**src/rtl/seg7_mux_counter.sv**
```systemverilog
// Prescaled BCD/hex up/down counter with a time-multiplexed 7-segment display driver.
// Optional build macro SEG7_BLANK_EN enables leading-zero blanking of digits above digit 0.
module seg7_mux_counter #(
    parameter int PRESCALE_W     = 15,
    parameter int SCAN_W         = 10,
    parameter int DIGITS         = 2,
    parameter bit BCD            = 1,
    parameter bit SEG_ACTIVE_LOW = 0
) (
    input  logic                  C,
    input  logic                  CLR,
    input  logic                  CE,
    input  logic                  UP,
    input  logic                  LOAD,
    input  logic [4*DIGITS-1:0]   LOAD_VAL,
    output logic [4*DIGITS-1:0]   COUNT,
    output logic                  CARRY,
    output logic [7:0]            SEG,
    output logic [DIGITS-1:0]     DIG_SEL
);

    localparam int         IDX_W    = (DIGITS > 1) ? $clog2(DIGITS) : 1;
    localparam logic [3:0] NIB_MAX  = BCD ? 4'd9 : 4'd15;
    localparam logic [7:0] SEG_MASK = SEG_ACTIVE_LOW ? 8'hFF : 8'h00;

    logic [PRESCALE_W-1:0] prescaler;
    logic [SCAN_W-1:0]     scan;
    logic [IDX_W-1:0]      digit_idx;
    logic                  tick;

    logic [4*DIGITS-1:0]   step_val;
    logic                  step_wrap;
    logic                  ripple;
    logic [3:0]            nib;
    logic [4*DIGITS-1:0]   load_fixed;

    logic [3:0]            sel_nib;
    logic                  blank;
    logic [7:0]            seg_next;

    function automatic logic [6:0] decode(input logic [3:0] d);
        logic [6:0] s;
        case (d)
            4'h0: s = 7'h3F;
            4'h1: s = 7'h06;
            4'h2: s = 7'h5B;
            4'h3: s = 7'h4F;
            4'h4: s = 7'h66;
            4'h5: s = 7'h6D;
            4'h6: s = 7'h7D;
            4'h7: s = 7'h07;
            4'h8: s = 7'h7F;
            4'h9: s = 7'h6F;
            4'hA: s = 7'h77;
            4'hB: s = 7'h7C;
            4'hC: s = 7'h39;
            4'hD: s = 7'h5E;
            4'hE: s = 7'h79;
            default: s = 7'h71;
        endcase
        return s;
    endfunction

    always_ff @(posedge C or posedge CLR) begin
        if (CLR) begin
            prescaler <= '0;
        end else if (CE) begin
            prescaler <= prescaler + PRESCALE_W'(1);
        end
    end

    assign tick = CE && (&prescaler);

    // Per-digit ripple: a digit at its limit rolls over and passes the carry/borrow on.
    always_comb begin
        step_val = COUNT;
        ripple   = 1'b1;
        nib      = '0;
        for (int i = 0; i < DIGITS; i++) begin
            nib = COUNT[4*i +: 4];
            if (ripple) begin
                if (UP) begin
                    if (nib == NIB_MAX) begin
                        step_val[4*i +: 4] = 4'd0;
                    end else begin
                        step_val[4*i +: 4] = nib + 4'd1;
                        ripple = 1'b0;
                    end
                end else begin
                    if (nib == 4'd0) begin
                        step_val[4*i +: 4] = NIB_MAX;
                    end else begin
                        step_val[4*i +: 4] = nib - 4'd1;
                        ripple = 1'b0;
                    end
                end
            end
        end
        step_wrap = ripple;
    end

    always_comb begin
        load_fixed = LOAD_VAL;
        for (int i = 0; i < DIGITS; i++) begin
            if (BCD && (LOAD_VAL[4*i +: 4] > 4'd9)) begin
                load_fixed[4*i +: 4] = 4'd0;
            end
        end
    end

    // A load wins over a coincident tick, so that tick neither steps nor flags a wrap.
    always_ff @(posedge C or posedge CLR) begin
        if (CLR) begin
            COUNT <= '0;
            CARRY <= 1'b0;
        end else begin
            CARRY <= 1'b0;
            if (LOAD) begin
                COUNT <= load_fixed;
            end else if (tick) begin
                COUNT <= step_val;
                CARRY <= step_wrap;
            end
        end
    end

    always_ff @(posedge C or posedge CLR) begin
        if (CLR) begin
            scan      <= '0;
            digit_idx <= '0;
        end else begin
            scan <= scan + SCAN_W'(1);
            if (&scan) begin
                if (digit_idx == IDX_W'(DIGITS - 1)) begin
                    digit_idx <= '0;
                end else begin
                    digit_idx <= digit_idx + IDX_W'(1);
                end
            end
        end
    end

    always_comb begin
        sel_nib = '0;
        for (int i = 0; i < DIGITS; i++) begin
            if (IDX_W'(i) == digit_idx) begin
                sel_nib = COUNT[4*i +: 4];
            end
        end
    end

`ifdef SEG7_BLANK_EN
    logic upper_nonzero;

    // A digit is blanked only if it and every more significant digit are zero.
    always_comb begin
        upper_nonzero = 1'b0;
        for (int i = 0; i < DIGITS; i++) begin
            if ((i >= int'(digit_idx)) && (COUNT[4*i +: 4] != 4'd0)) begin
                upper_nonzero = 1'b1;
            end
        end
        blank = (digit_idx != '0) && !upper_nonzero;
    end
`else
    assign blank = 1'b0;
`endif

    assign seg_next = (blank ? 8'h00 : {1'b0, decode(sel_nib)}) ^ SEG_MASK;

    always_ff @(posedge C or posedge CLR) begin
        if (CLR) begin
            SEG     <= 8'h3F ^ SEG_MASK;
            DIG_SEL <= DIGITS'(1);
        end else begin
            SEG     <= seg_next;
            DIG_SEL <= DIGITS'(1) << digit_idx;
        end
    end

endmodule

```
**config.mk**
```make
export PLATFORM = sky130hd
export DESIGN_NAME = seg7_mux_counter
export DESIGN_NICKNAME = d
export VERILOG_FILES = /design/src/rtl/seg7_mux_counter.sv
export SDC_FILE = /design/constraint.sdc
export NUM_CORES = 1
export LEC_CHECK = 0
export CAP_MARGIN = 10
export CORE_MARGIN = 8
export CORE_UTILIZATION = 55
export CTS_BUF_LIST = sky130_fd_sc_hd__clkbuf_16
export CTS_CLUSTER_DIAMETER = 150
export DETAILED_ROUTE_END_ITERATION = 7
export PLACE_DENSITY = 0.8
export SLEW_MARGIN = 20
export SYNTH_ARGS = -nofsm -noshare
export SYNTH_HDL_FRONTEND = slang
export SYNTH_SLANG_ARGS = --single-unit
export TNS_END_PERCENT = 50
```
**constraint.sdc**
```tcl
create_clock -name C -period 5.4 [get_ports C]
set_input_delay 0.54 -clock C [delete_from_list [all_inputs] [get_ports C]]
set_output_delay 0.54 -clock C [all_outputs]
set_load 0.01 [all_outputs]
```
==> results.md <==
- R2R setup slack: 3260 ps
- DIE AREA: 6810 um^2
- Drt total wl: 4600 um
- Final setup TNS: 0 ps
- Sinks on Clock Net: 44
- Commonest non-fill, non-tap cells in the layout: dfrtp_1 (37), clkdlybuf4s50_1 (30), nand3_1 (15), xnor2_1 (15), nor2_1 (15)
- DP HPWL: 3320 um
- Core Region: 4320 um^2
- Post-CTS Setup Inserts: 0
- Avg Cell Area, Syn: 10.3 um^2
- DRC: 0
- Clock power frac: 36.0%
- Gate power share: 17.8%
- Internal power: 673 uW
- Vias/cell: 5.73
- Hold path cells: 1
- Layout Nets: 283
- Reg-to-reg endpoint: SEG[3]
- Gr usage total: 14.9%
- Rows: 24
- Slew headroom: 63.4%
- Achievable Freq: 467 MHz
- MaxCap Viol Count: 0
- Final ANT Viol Nets: 0
- Post_cts resized: 0
- Root buffer cell: clkbuf_16
- EDFF count, synth: 0
- Gp weighted congestion: 0.810
- Die W: 82.6 um
- Area Growth Syn to Fin: 19.2%
- Post-Syn Area: 2440 um^2
- CTS H-tree depth: 2
- Share of post-route cells with drive strength above 1: 9.16%
- Min-Delay Path Class: reg2reg
- Final period utilization: 39.7%
- Data arrival time of the worst path: 2370 ps
- Grt ovf: 0
- Hold Fails Final Rpt: 0
- Detailed Route Iter0 Violations: 56
- Design area: 2900 um^2
- Worst Setup SP: digit_idx
- Iteration count of the initial detailed-routing pass: 4
- IO Count: 32
- Post-synthesis register bit count: 44
- Worst Max-Slew Pin Slew: 543 ps
- P per Cell Area: 317 nW/um^2
- Vias in the first global route: 1776
- Diodes inserted: 0
- Most common cell after layout, fill and taps aside: dfrtp_1
- Sequential Power Share: 46.2%
- Initial core utilization: 56.3%
- CP Data Required Time: 5630 ps
- Worst skew pair latency: 280 ps
- Reg2reg path depth: 5
- Synth Warn #: 0
- Worst clock skew: 3.34 ps
- Seq/Total Area, Yosys: 45.6%
- DR WL/cell: 14.7 um
- Crit path capture: SEG[3]
- Critical Setup Path Class: reg2reg
- Post-DP Area: 2740 um^2
- Async SR Flop Fraction: 100%
- Via Count: 1800
- Primary FF master, synth: dfrtp_1
- Syn Inst Count: 236
- Critical register-to-register path startpoint: digit_idx
- Synth cell types: 47
- Final Max Tran Viols: 0
- Startpoint types: register
- First-pass GRT wire length: 7850 um
- Pin count of the biggest net entering global routing: 45
- CTS tree: built
- Initial antenna violation count: 0
- RSZ-0062 raised after global routing: false
- P_sw: 247 uW
- Die Y: 82.6 um
- Hold buffers post-CTS: 0
- Number of setup violations in the final report: 0
- Worst setup EP type: register
- Worst IR Drop VDD: 0.000264 V
- PortBufs: 30
- Max Fanout on Critical Path: 10
- Reg clk slew, reported paths: 60 ps
- Sw frac: 26.8%
- Clock Tree Buf Depth: 2
- Leakage power: 0.00131 uW
- Fin crit period: 2140 ps
- CTS Buf Count: 5
- Synth Net Count: 258
- Status: finished, final reports clean
state kept, by name, indices dropped and copies added (netlist names):
signal	count
CARRY	1
COUNT	8
DIG_SEL	2
SEG	7
digit_idx	1
prescaler	15
scan	10
how the worst min path moves through the flow:
| stage | start | endpoint | slack, ps |
|---|---|---|---|
| after floorplan | digit_idx | DIG_SEL[1] | 350 |
| after global placement | scan[4] | scan[4] | 450 |
| after detailed placement | scan[0] | scan[0] | 460 |
| after CTS | scan[8] | scan[8] | 480 |
| after global routing | scan[8] | scan[8] | 490 |
| final | scan[8] | scan[8] | 470 |
through the flow:
stage               power, uW  utilization (%)  setup slack [ps]  instances  hold slack [ps]
floorplan                 530                -              3480        236              349
global placement          582             63.4              3090        306              452
detailed placement        593             63.4              3040        306              465
CTS                       928             67.2              3240        314              480
global route              966             67.2              3090        314              487
finish                    920             67.2              3260        314              473
metal layers:
| layer | up-vias | global-route usage [%] | wire, um |
|---|---|---|---|
| met2 | 43 | 23.6 | 2240 |
| met1 | 872 | 18.6 | 2010 |
| met3 | 8 | 3.90 | 259 |
| met5 | - | 0 | 0 |
| met4 | 0 | 7.24 | 91 |
| li1 | 877 | - | - |
area by class of cell:
class                   instances  area, um^2
clock inverters                 3        38.8
inverters                      13        48.8
well taps                      52        65.1
repair buffers                 31         308
multi-input cells             166        1210
clock buffers                   5         125
flip-flops and latches         44        1110
fillers                       353        1420
power groups by stage:
stage               clock network (uW)  logic (uW)  registers [uW]
floorplan                            0         111             419
global placement                     0         156             426
detailed placement                   0         163             430
CTS                                338         166             425
global route                       349         183             434
finish                             331         164             425
worst max-delay path, cell delays in order (launching register included):
cell and delay (ps):
dfrtp_1 560, mux2i_1 520, inv_1 160, ha_1 260, mux4_1 510, inv_1 70
cells by family (layout without fill, tap and decap cells):
| family | count (synthesis) | in the layout | share of synthesized area [%] |
|---|---|---|---|
| AND/OR/NAND/NOR | 74 | 74 | 18.8 |
| AO/OA/AOI/OAI | 44 | 44 | 11.0 |
| adder cells (fa/ha/maj) | 9 | 9 | 4.62 |
| flip-flops | 44 | 44 | 45.6 |
| buffers and inverters | 26 | 52 | 4.83 |
| other | 1 | 1 | 0.154 |
| multiplexers | 11 | 11 | 5.29 |
| XOR/XNOR | 27 | 27 | 9.71 |
cell usage after synthesis, types with 2 or more instances:
library cell / instances / area share (%)
dfrtp_1: 37 / 38
nand3_1: 15 / 3.1
nor2_1: 15 / 2.3
xnor2_1: 15 / 5.4
a21oi_1: 14 / 2.9
inv_1: 13 / 2.0
xor2_1: 12 / 4.3
ha_1: 9 / 4.6
nand2_1: 9 / 1.4
and3_1: 8 / 2.1
mux2i_1: 8 / 3.3
o21ai_0: 8 / 1.6
dfstp_2: 7 / 7.6
clkbuf_1: 6 / 0.92
o21ai_1: 5 / 1.0
buf_2: 4 / 0.82
nand3b_1: 4 / 1.2
nand4_1: 4 / 1.0
nor3_1: 4 / 0.82
nand2b_1: 3 / 0.77
a211oi_1: 2 / 0.62
a22oi_1: 2 / 0.62
a31oi_1: 2 / 0.51
buf_4: 2 / 0.62
mux2_2: 2 / 0.92
nand4_4: 2 / 1.7
nor4_4: 2 / 1.7
o21bai_1: 2 / 0.62
or4_1: 2 / 0.62
(Power assumes the default switching activity.)
